==> config.mk <==
export PLATFORM = sky130hd
export DESIGN_NAME = replica_ram_stream
export DESIGN_NICKNAME = d
export VERILOG_FILES = /design/src/rtl/replica_ram_stream.sv
export SDC_FILE = /design/constraint.sdc
export NUM_CORES = 1
export LEC_CHECK = 0
export CAP_MARGIN = 20
export CORE_MARGIN = 5
export CORE_UTILIZATION = 35
export CTS_BUF_LIST = sky130_fd_sc_hd__clkbuf_4 sky130_fd_sc_hd__clkbuf_8
export DETAILED_ROUTE_END_ITERATION = 12
export SLEW_MARGIN = 40
export SYNTH_ARGS = -nofsm -noshare
export SYNTH_HDL_FRONTEND = slang
export SYNTH_SLANG_ARGS = --single-unit
==> constraint.sdc <==
create_clock -name clk -period 9.1 [get_ports clk]
set_input_delay 0.91 -clock clk [delete_from_list [all_inputs] [get_ports clk]]
set_output_delay 0.91 -clock clk [all_outputs]
set_load 0.03 [all_outputs]
==> src/rtl/replica_ram_stream.sv <==
// Tour-storage RAM for one replica slot: streams all entries out once per
// command, optionally refilling each from a neighbour replica's stream.
module replica_ram_stream #(
   parameter int WIDTH = 8,
   parameter int DEPTH = 30,
   localparam int AW = (DEPTH > 1) ? $clog2(DEPTH) : 1
) (
   input  logic             clk,
   input  logic             reset,
   input  logic             cmd_valid,
   input  logic [1:0]       cmd,
   output logic             cmd_ready,
   input  logic [WIDTH-1:0] prev_data,
   input  logic [WIDTH-1:0] folw_data,
   output logic             out_valid,
   output logic [WIDTH-1:0] out_data,
   output logic             out_last,
   output logic             busy,
   input  logic             wr_en,
   input  logic [AW-1:0]    wr_addr,
   input  logic [WIDTH-1:0] wr_data,
   input  logic [AW-1:0]    rd_addr,
   output logic [WIDTH-1:0] rd_data
);

   typedef enum logic {IDLE, RUN} state_t;

   localparam logic [1:0] C_NOP  = 2'd0;
   localparam logic [1:0] C_PREV = 2'd1;
   localparam logic [1:0] C_READ = 2'd3;

   localparam logic [AW-1:0] LAST = AW'(DEPTH - 1);
   localparam logic [AW:0]   LIM  = (AW + 1)'(DEPTH);

   logic [WIDTH-1:0] ram [DEPTH];

   state_t          state, state_nxt;
   logic [AW-1:0]   count, count_nxt;
   logic [1:0]      mode, mode_nxt;
   logic [1:0]      wmode;
   logic [AW-1:0]   idx;
   logic            accept, proc;
   logic            ram_we;
   logic [AW-1:0]   ram_wa;
   logic [WIDTH-1:0] ram_wd;

   assign cmd_ready = (state == IDLE);
   assign busy      = (state == RUN);

   always_ff @(posedge clk or negedge reset) begin
      if (!reset) begin
         state <= IDLE;
         count <= '0;
         mode  <= C_NOP;
      end else begin
         state <= state_nxt;
         count <= count_nxt;
         mode  <= mode_nxt;
      end
   end

   // Entry 0 is handled on the accept edge itself, so mode/index bypass
   // the registers while accepting.
   always_comb begin
      state_nxt = state;
      count_nxt = count;
      mode_nxt  = mode;
      accept    = (state == IDLE) && cmd_valid && (cmd != C_NOP);
      proc      = accept || (state == RUN);
      idx       = accept ? '0 : count;
      wmode     = accept ? cmd : mode;
      if (accept) mode_nxt = cmd;
      if (proc) begin
         if (idx == LAST) begin
            state_nxt = IDLE;
            count_nxt = '0;
         end else begin
            state_nxt = RUN;
            count_nxt = idx + 1'b1;
         end
      end
   end

   always_comb begin
      ram_we = 1'b0;
      ram_wa = wr_addr;
      ram_wd = wr_data;
      if (proc) begin
         if (wmode != C_READ) begin
            ram_we = 1'b1;
            ram_wa = idx;
            ram_wd = (wmode == C_PREV) ? prev_data : folw_data;
         end
      end else if (wr_en && ({1'b0, wr_addr} < LIM)) begin
         ram_we = 1'b1;
      end
   end

   always_ff @(posedge clk) begin
      if (reset && ram_we) ram[ram_wa] <= ram_wd;
   end

   always_ff @(posedge clk or negedge reset) begin
      if (!reset) begin
         out_valid <= 1'b0;
         out_last  <= 1'b0;
         out_data  <= '0;
         rd_data   <= '0;
      end else begin
         out_valid <= proc;
         out_last  <= proc && (idx == LAST);
         if (proc) out_data <= ram[idx];
         rd_data <= ({1'b0, rd_addr} < LIM) ? ram[rd_addr] : '0;
      end
   end

endmodule

==> results of run 1 <==
## area by class of cell
cell class / count / area, sq um / area share, %
clock buffer: 57 / 722 / 4.78
clock inverter: 23 / 211 / 1.40
inverter: 18 / 67.6 / 0.448
multi-input combinational: 527 / 4710 / 31.2
tap: 468 / 586 / 3.88
sequential: 266 / 7860 / 52.1
timing repair buffer: 87 / 933 / 6.18
## report_power, final
group / switching, W / internal [W] / total (W)
logic: 0.00129 / 0.000635 / 0.00192
clock network: 0.000483 / 0.000635 / 0.00112
registers: 0.0000921 / 0.00167 / 0.00176
## metal layers
metal / vias to the layer above / routed length [um] / global-route usage (%)
li1: 3640 / - / -
met1: 4409 / 16800 / 28.1
met2: 562 / 17700 / 28.8
met3: 78 / 4400 / 4.63
met4: 0 / 1400 / 6.71
met5: - / 0 / 0
## path summary, 6_finish.rpt
check,from,to,slack [ns],cells after the start
worst max register to register,count[0],out_data[1],5.35,8
min in group clk,out_data[0],out_data[0],0.48,2
worst min-delay path,reset,mode[0],0.32,1
worst min register to register,out_data[0],out_data[0],0.48,2
max in group asynchronous,reset,count[0],8.39,1
worst max-delay path,cmd[0],ram[14][7],4.81,8
## sequential cells by signal, summed over array words and instances (netlist names)
name	flops
ram	240
out_data	8
count	5
mode	2
busy	1
out_last	1
out_valid	1
rd_data	8
## kinds of logic (layout without fill, tap and decap cells)
kind of cell	Yosys count	after routing
AND/OR/NAND/NOR	192	192
AO/OA/AOI/OAI	183	183
flip-flops	266	266
XOR/XNOR	1	1
multiplexers	149	149
buffers and inverters	71	185
adder cells (fa/ha/maj)	2	2
## through the flow
stage	cell area, sq um	total power (W)
after floorplan	12800	0.00280
after global placement	13900	0.00352
after detailed placement	14100	0.00366
after CTS	15100	0.00478
after global routing	15100	0.00498
final	15100	0.00480
## cell usage after synthesis, types with 5 or more instances
cell type,instances
sky130_fd_sc_hd__mux4_2,77
sky130_fd_sc_hd__mux2i_1,52
sky130_fd_sc_hd__a31oi_1,6
sky130_fd_sc_hd__nor2b_1,5
sky130_fd_sc_hd__nand2b_1,6
sky130_fd_sc_hd__a21oi_1,34
sky130_fd_sc_hd__o211ai_1,16
sky130_fd_sc_hd__clkbuf_1,26
sky130_fd_sc_hd__dfrtp_1,26
sky130_fd_sc_hd__nand3_1,20
sky130_fd_sc_hd__a22oi_1,17
sky130_fd_sc_hd__a311oi_1,5
sky130_fd_sc_hd__edfxtp_1,240
sky130_fd_sc_hd__mux2_2,18
sky130_fd_sc_hd__nor2_1,85
sky130_fd_sc_hd__buf_2,15
sky130_fd_sc_hd__a221oi_1,5
sky130_fd_sc_hd__o31ai_1,7
sky130_fd_sc_hd__buf_1,6
sky130_fd_sc_hd__nand2_1,60
sky130_fd_sc_hd__inv_1,17
sky130_fd_sc_hd__o21ai_0,39
sky130_fd_sc_hd__o221ai_1,15
==> out/summary.txt, run 1 <==
number of instances in the synthesized netlist -> 864
highest-count cells in the layout ignoring fill and taps -> sky130_fd_sc_hd__edfxtp_1 (240), sky130_fd_sc_hd__nor2_1 (84), sky130_fd_sc_hd__mux4_2 (77)
clock tree from TritonCTS -> yes
via count -> 8689
global routing usage summed across all routing layers -> 19.4%
required time worst endpoint -> 9.28 ns
port bufs -> 59
Routed WL per cell -> 27.9 um
worst slew margin relative to its limit -> 41.2%
kind of cell adding the most delay to the critical path -> simple AND/OR/NAND/NOR gates
signed area change from the synthesized netlist to the final layout -> 18.0%
post-route minimum period -> 4.29 ns
ports placed on the boundary -> 60
total of warnings raised by yosys -> 0
synthesized net count -> 906
post-detail-place hpwl -> 27.8 mm
placed cell count -> 1365
Worst-Margin Slew -> 0.871 ns
number of unique standard cell types used by synthesis -> 63
most frequent standard cell in the layout excluding fill and tap cells -> sky130_fd_sc_hd__edfxtp_1
share of the core filled with cells in the final layout -> 41.5%
number of enable flip-flop cells after synthesis -> 240
floorplan die area -> 40500 sq um
Critical path buffers and inverters -> 3
maximum number of pins on one net before global-route repair -> 58
reported max-cap violation count -> 0
post-detailed-routing wire length -> 40.3 mm
routability congestion estimate -> 0.915
synthesized-area fraction occupied by ao, oa, aoi and oai cells -> 9.91%
CP peak stage delay -> 0.78 ns
drt drc -> 0
FILL cells -> 3265
Remaining Overflow, GRT -> 0
Layout Cells excl Fill -> 1446
clock tree sinks -> 266
status -> finished clean
share of Yosys cell area claimed by the top area cell type -> 56.3%
Longest Clk Path Bufs -> 3
chain of cells forming the critical path -> clkdlybuf4s50_1 -> or2_1 -> a21oi_2 -> buf_4 -> inv_1 -> o32ai_1 -> nand3b_1 -> nor2_1
Die Wd -> 201 um
hold crit path type -> input pin to async pin
startpoint type of the worst setup path -> input pin
drt first-iter violations -> 1131
antenna violations before repair -> 0
leakage power of the design -> 5.04 nW
setup bufs post-CTS -> 0
library cell contributing the largest single delay on the critical path -> sky130_fd_sc_hd__nor2_1
antenna fix cells -> 0
final worst hold slack -> 0.318 ns
row count -> 70
final hold violation count -> 0
Synth Area in XOR/XNOR -> 0.0685%
clock transition time at the flip-flop clock pins of the worst setup and hold paths -> 0.06 ns
number of vias per cell -> 6.01
number of nets in the finished design -> 986
netlist area before placement -> 12800 sq um
drt first pass iters -> 6
top cell type by total area after synthesis -> sky130_fd_sc_hd__edfxtp_1
level count of the clock H-tree -> 2
quantity of gates resized following cts -> 0
share of the clock period used by the worst path after layout -> 47.1%
DP Worst Slack -> 4.23 ns
proportion of synthesized area in mux cells -> 19.4%
count of final setup violators -> 0
number of global-route vias before repair -> 8486
most area-consuming cells after synthesis -> sky130_fd_sc_hd__edfxtp_1 (56%), sky130_fd_sc_hd__mux4_2 (14%), sky130_fd_sc_hd__dfrtp_1 (5.1%), sky130_fd_sc_hd__mux2i_1 (4.1%), sky130_fd_sc_hd__nor2_1 (2.5%)
unrepaired setup endpoints after global routing -> no
Setup crit end kind -> register
Seq cells post-synth -> 266
sum of negative setup slack -> 0 ns
post-synthesis simple-gate area fraction -> 6.49%
Crit path arrival time -> 4.47 ns
fin. max-slew vios -> 0
Root Buffer Master -> sky130_fd_sc_hd__clkbuf_8
average cell area after synthesis -> 14.8 sq um
# hold bufs at CTS -> 0
setup clock skew after layout -> 0.0169 ns
initial standard-cell utilization of the core -> 35.2%
total core area -> 36300 sq um
maximum clock frequency -> 0.233 GHz
asr flop ratio synth -> 9.77%
Worst IR Drop VDD -> 0.140 mV
wire length of the first global-routing pass -> 58.8 mm
share of layout cells above drive strength 1 -> 22.9%
Max Fanout on Critical Path -> 16
largest family of logic cells by synthesized area -> multiplexers
chip height -> 201 um
remaining antenna violation count after routing -> 0
Adder-Cell Fraction of Synth Area -> 0.196%
TritonCTS Buffers -> 44
Crit Path Class -> input pin to register
power per cell area -> 318 nW/um^2
sequential fraction of the synthesis area -> 61.4%
Final Worst Setup Slack -> 4.81 ns
dominant synthesized flop cell -> sky130_fd_sc_hd__edfxtp_1
insertion delay to the later sink of the worst-skew pair -> 0.56 ns
(Power assumes the default switching activity.)
==> run 2, diff against run 1 <==
==> constraint.sdc (replaced) <==
create_clock -name clk -period 3.7 [get_ports clk]
set_input_delay 0.37 -clock clk [delete_from_list [all_inputs] [get_ports clk]]
set_output_delay 0.37 -clock clk [all_outputs]
set_load 0.03 [all_outputs]
==> run 2 against run 1 <==
Net effect: non-clock buffer count grew 52; total power grew 140%; clock power grew 140%; highest routed layer is now met5; first-iteration DRC count grew 1.1%; via count grew 1.2%; die area is the same; combinational power grew 140%; global-route usage shrank 0.12 points; largest power group unchanged; wire length shrank 0.44%.
==> out/summary.txt, run 2 (same netlist as run 1, synthesis figures left out) <==
status -> finished clean
required time worst endpoint -> 4.14 ns
reported max-cap violation count -> 0
reg2reg path depth -> 8
Die Wd -> 201 um
Worst IR Drop VDD -> 0.373 mV
signed area change from the synthesized netlist to the final layout -> 19.8%
startpoint of the lowest-slack register-to-register path -> busy
floorplan die area -> 40500 sq um
unrepaired setup endpoints after global routing -> no
sum of negative setup slack -> 0 ns
library cell contributing the largest single delay on the critical path -> sky130_fd_sc_hd__o311ai_0
setup clock skew after layout -> 0.0198 ns
setup slack of the most critical reg-to-reg path -> 0.81 ns
power per cell area -> 756 nW/um^2
most frequent standard cell in the layout excluding fill and tap cells -> sky130_fd_sc_hd__edfxtp_1
PnR Total Power -> 0.0116 W
port bufs -> 59
Routed WL per cell -> 26.8 um
row count -> 70
Longest Clk Path Bufs -> 3
routability congestion estimate -> 0.878
fin. max-slew vios -> 0
worst slew margin relative to its limit -> 43.3%
drt drc -> 0
post-route minimum period -> 2.89 ns
insertion delay to the later sink of the worst-skew pair -> 0.55 ns
startpoint type of the worst setup path -> register
reg-to-reg critical path endpoint -> out_data[3]
CP peak stage delay -> 0.66 ns
Remaining Overflow, GRT -> 0
drt first-iter violations -> 1143
count of final setup violators -> 0
Max Fanout on Critical Path -> 15
share of layout cells above drive strength 1 -> 27.0%
Root Buffer Master -> sky130_fd_sc_hd__clkbuf_8
number of flip-flops in the largest register -> 240
antenna fix cells -> 0
number of vias per cell -> 5.88
clock tree sinks -> 266
level count of the clock H-tree -> 2
ports placed on the boundary -> 60
TritonCTS Buffers -> 43
number of global-route vias before repair -> 8674
clock tree from TritonCTS -> yes
wire length of the first global-routing pass -> 58.3 mm
Crit path arrival time -> 3.32 ns
Crit Path Class -> register to register
via count -> 8789
hold crit path type -> input pin to async pin
number of nets in the finished design -> 1037
total core area -> 36300 sq um
quantity of gates resized following cts -> 0
final worst hold slack -> 0.340 ns
share of the clock period used by the worst path after layout -> 78.0%
maximum number of pins on one net before global-route repair -> 58
chip height -> 201 um
post-detailed-routing wire length -> 40.1 mm
maximum clock frequency -> 0.346 GHz
clock transition time at the flip-flop clock pins of the worst setup and hold paths -> 0.06 ns
initial standard-cell utilization of the core -> 35.2%
Regs by FF count -> ram: 240 flops, out_data: 8 flops, rd_data: 8 flops
Setup crit end kind -> register
global routing usage summed across all routing layers -> 19.3%
DP Worst Slack -> 0.460 ns
final hold violation count -> 0
Reg with most FFs -> ram
FILL cells -> 3262
highest-count cells in the layout ignoring fill and taps -> sky130_fd_sc_hd__edfxtp_1 (240), sky130_fd_sc_hd__nor2_1 (85), sky130_fd_sc_hd__mux4_2 (77)
drt first pass iters -> 7
Final Worst Setup Slack -> 0.814 ns
chain of cells forming the critical path -> nand2b_4 -> o21ai_4 -> inv_2 -> mux2i_1 -> o311ai_0 -> a221oi_1 -> buf_4 -> a311oi_1
post-detail-place hpwl -> 26.8 mm
antenna violations before repair -> 1
leakage power of the design -> 5.28 nW
share of the core filled with cells in the final layout -> 42.2%
Worst-Margin Slew -> 0.847 ns
remaining antenna violation count after routing -> 0
==> run 2: changes by cell type in the layout (fill, tap and decap cells not counted), moves of 2 or more <==
cell                        before  now
sky130_fd_sc_hd__buf_6           2    0
sky130_fd_sc_hd__o21ai_2         0    8
sky130_fd_sc_hd__clkbuf_8       47   51
sky130_fd_sc_hd__bufinv_16       4    1
sky130_fd_sc_hd__buf_12          1    6
sky130_fd_sc_hd__clkinv_2        9    3
sky130_fd_sc_hd__clkbuf_4       10   22
sky130_fd_sc_hd__o21ai_4         9    1
sky130_fd_sc_hd__buf_4          14   74
sky130_fd_sc_hd__buf_8          11    0
sky130_fd_sc_hd__buf_16          2    0
sky130_fd_sc_hd__clkinv_1        8    1
==> run 2: layout make-up <==
type | count | area [sq um] | share of cell area, %
sequential | 266 | 7860 | 51.3
multi-input combinational | 527 | 4640 | 30.3
timing repair buffer | 139 | 1260 | 8.19
clock buffer | 73 | 867 | 5.66
tap | 468 | 586 | 3.82
inverter | 18 | 67.6 | 0.441
clock inverter | 5 | 48.8 | 0.318
==> run 2: per-stage QoR <==
| stage | instances | instance area, sq um |
|---|---|---|
| 3_3_place_gp | 1417 | 14400 |
| 3_5_place_dp | 1417 | 14400 |
| 6_report | 1496 | 15300 |
| 4_1_cts | 1496 | 15300 |
| 5_1_grt | 1496 | 15300 |
| 2_1_floorplan | 864 | 12800 |
==> run 2: worst max-delay path by stage <==
stage | depth (start not counted) | startpoint | endpoint | slack, ns
3_5_place_dp | 9 | cmd[0] | ram[15][5] | 0.46
2_1_floorplan | 7 | busy | ram[0][0] | 0.36
6_report | 8 | busy | out_data[3] | 0.81
4_1_cts | 8 | busy | ram[12][2] | 0.86
3_3_place_gp | 8 | cmd[0] | ram[12][5] | 0.48
5_1_grt | 6 | busy | ram[9][5] | 0.63
==> run 2: repair_timing <==
action / 4_1_cts / 5_1_grt
setup endpoints to repair: 0 / 0
buffers inserted: 0 / 0
hold buffers: 1 / 0
endpoints found under the hold margin: 10 / 0
==> run 2: worst max-delay path: cells and delay by family (launching register included) <==
| family | cells | cell delay [ns] |
|---|---|---|
| AO/OA/AOI/OAI | 4 | 1.22 |
| flip-flops | 1 | 0.57 |
| AND/OR/NAND/NOR | 1 | 0.28 |
| multiplexers | 1 | 0.14 |
| buffers and inverters | 2 | 0.54 |
==> run 2: where the power goes <==
| part | internal [W] | switching (W) | total, W |
|---|---|---|---|
| combinational | 0.00154 | 0.00302 | 0.00457 |
| sequential | 0.00409 | 0.000249 | 0.00434 |
| clock | 0.00154 | 0.00114 | 0.00268 |
| total | 0.00717 | 0.00441 | 0.0116 |
==> run 2: per-layer routing <==
metal	routed length (um)	GRT usage (%)	up-vias
met2	18100	28.9	520
li1	-	-	3749
met4	1280	6.79	2
met3	3960	4.25	79
met1	16800	27.8	4439
met5	10	0	-
==> run 3, diff against run 2 <==
==> constraint.sdc (replaced) <==
create_clock -name clk -period 2.9 [get_ports clk]
set_input_delay 0.29 -clock clk [delete_from_list [all_inputs] [get_ports clk]]
set_output_delay 0.29 -clock clk [all_outputs]
set_load 0.03 [all_outputs]
==> run 3 against run 2 <==
Net effect: critical path depth shrank 1; utilization grew 0.91 points; non-clock buffer count grew 33; worst setup slack lost 0.52 ns; clock power grew 27%; critical endpoint is now out_data[0]; highest routed layer is now met4.
==> out/summary.txt, run 3 (same netlist as run 1, synthesis figures left out) <==
top sig layer -> met4
reg-to-reg critical path endpoint -> out_data[0]
leakage power of the design -> 5.46 nW
status -> finished clean
Crit Path Class -> register to register
met3 wire length -> 3.99 mm
clock tree from TritonCTS -> yes
fin. max-slew vios -> 0
Worst-Margin Slew -> 0.745 ns
maximum clock frequency -> 0.383 GHz
reg2reg path depth -> 7
row count -> 70
Worst IR Drop VDD -> 0.463 mV
portion of total power attributed to combinational logic -> 41.4%
Regs by FF count -> ram: 240 flops, out_data: 8 flops, rd_data: 8 flops
drt first-iter violations -> 1105
unrepaired setup endpoints after global routing -> no
post-route minimum period -> 2.61 ns
port bufs -> 59
drt drc -> 0
floorplan die area -> 40500 sq um
setup slack of the most critical reg-to-reg path -> 0.29 ns
startpoint of the lowest-slack register-to-register path -> count[0]
remaining antenna violation count after routing -> 0
final hold violation count -> 0
chip height -> 201 um
startpoint type of the worst setup path -> register
share of layout cells above drive strength 1 -> 28.9%
signed area change from the synthesized netlist to the final layout -> 22.4%
FILL cells -> 3229
number of vias per cell -> 5.79
routability congestion estimate -> 0.885
via count -> 8855
required time worst endpoint -> 3.33 ns
drt first pass iters -> 5
cell-internal power -> 0.00949 W
reported max-cap violation count -> 0
power per cell area -> 971 nW/um^2
count of final setup violators -> 0
insertion delay to the later sink of the worst-skew pair -> 0.57 ns
Routed WL per cell -> 25.9 um
number of global-route vias before repair -> 8745
number of nets in the finished design -> 1070
Psw -> 0.00571 W
clock transition time at the flip-flop clock pins of the worst setup and hold paths -> 0.06 ns
share of the clock period used by the worst path after layout -> 90.0%
post-layout instance area -> 15700 sq um
number of flip-flops in the largest register -> 240
highest-count cells in the layout ignoring fill and taps -> sky130_fd_sc_hd__edfxtp_1 (240), sky130_fd_sc_hd__buf_4 (100), sky130_fd_sc_hd__nor2_1 (85)
ports placed on the boundary -> 60
Setup crit end kind -> register
global routing usage summed across all routing layers -> 19.3%
hold crit path type -> input pin to async pin
total core area -> 36300 sq um
Crit path arrival time -> 3.04 ns
Die Wd -> 201 um
post-detailed-routing wire length -> 39.7 mm
met2 wire length -> 17.8 mm
Sequential Power Share -> 36.2%
worst slew margin relative to its limit -> 50.2%
maximum number of pins on one net before global-route repair -> 58
placed inst area -> 14700 sq um
antenna violations before repair -> 0
setup clock skew after layout -> 0.0295 ns
Remaining Overflow, GRT -> 0
most frequent standard cell in the layout excluding fill and tap cells -> sky130_fd_sc_hd__edfxtp_1
antenna fix cells -> 0
sum of negative setup slack -> 0 ns
TritonCTS Buffers -> 43
Root Buffer Master -> sky130_fd_sc_hd__clkbuf_8
level count of the clock H-tree -> 2
initial standard-cell utilization of the core -> 35.2%
wire length the detailed router placed on met1 -> 16.6 mm
wire length of the first global-routing pass -> 59.0 mm
clock tree sinks -> 266
switching portion of total power -> 37.6%
post-detail-place hpwl -> 27.6 mm
Reg with most FFs -> ram
Clk network pwr share -> 22.5%
Max Fanout on Critical Path -> 14
Longest Clk Path Bufs -> 3
-- run 3: layout make-up --
cell class	instances	area [sq um]	share of cell area [%]
Tap cell	468	586	3.74
Timing Repair Buffer	172	1590	10.2
Inverter	18	67.6	0.431
Clock buffer	63	786	5.02
Multi-Input combinational cell	527	4640	29.7
Sequential cell	266	7860	50.2
Clock inverter	16	124	0.791
-- run 3: worst max path at each step --
stage	startpoint	end	slack, ns	cells past startpoint
2_1_floorplan	busy	ram[0][0]	0.07	7
3_3_place_gp	cmd[0]	ram[22][6]	0.09	9
3_5_place_dp	cmd[0]	ram[22][6]	0.05	9
4_1_cts	count[0]	out_data[0]	0.32	6
5_1_grt	count[0]	out_data[0]	0.15	7
6_report	count[0]	out_data[0]	0.29	7
-- run 3: per-layer routing --
layer	up-vias	global-route usage, %
met3	55	4.77
met4	0	6.96
met1	4480	27.1
li1	3818	-
met5	-	0
met2	502	29.3
-- run 3: per-stage QoR --
stage	utilization (%)	total power [W]	cells	hold slack, ns	worst slack [ns]
floorplan	-	0.00878	864	-0.00559	0.0747
global placement	40.6	0.0117	1450	0.495	0.0922
detailed placement	40.6	0.0118	1450	0.492	0.0469
CTS	43.1	0.0152	1530	0.435	0.325
global route	43.1	0.0158	1530	0.467	0.153
finish	43.1	0.0152	1530	0.425	0.290
-- run 3: power groups by stage --
stage               logic [W]  clock network, W  registers, W
floorplan             0.00318                 0       0.00560
global placement      0.00617                 0       0.00555
detailed placement    0.00621                 0       0.00557
CTS                   0.00625           0.00347       0.00549
global route          0.00666           0.00366       0.00553
finish                0.00629           0.00341       0.00549
-- run 3: critical path, stage by stage (launching register included) --
cell,delay [ns]
sky130_fd_sc_hd__dfrtp_2,0.64
sky130_fd_sc_hd__inv_1,0.28
sky130_fd_sc_hd__buf_4,0.28
sky130_fd_sc_hd__o21ai_0,0.23
sky130_fd_sc_hd__o21ai_0,0.11
sky130_fd_sc_hd__a2111oi_0,0.64
sky130_fd_sc_hd__buf_4,0.22
sky130_fd_sc_hd__o41ai_1,0.06
-- run 3: repair_timing --
| item | 4_1_cts | 5_1_grt |
|---|---|---|
| setup buffers | 0 | 0 |
| hold buffers | 1 | 0 |
| resized for setup | 0 | 0 |
| hold endpoints to repair | 26 | 0 |
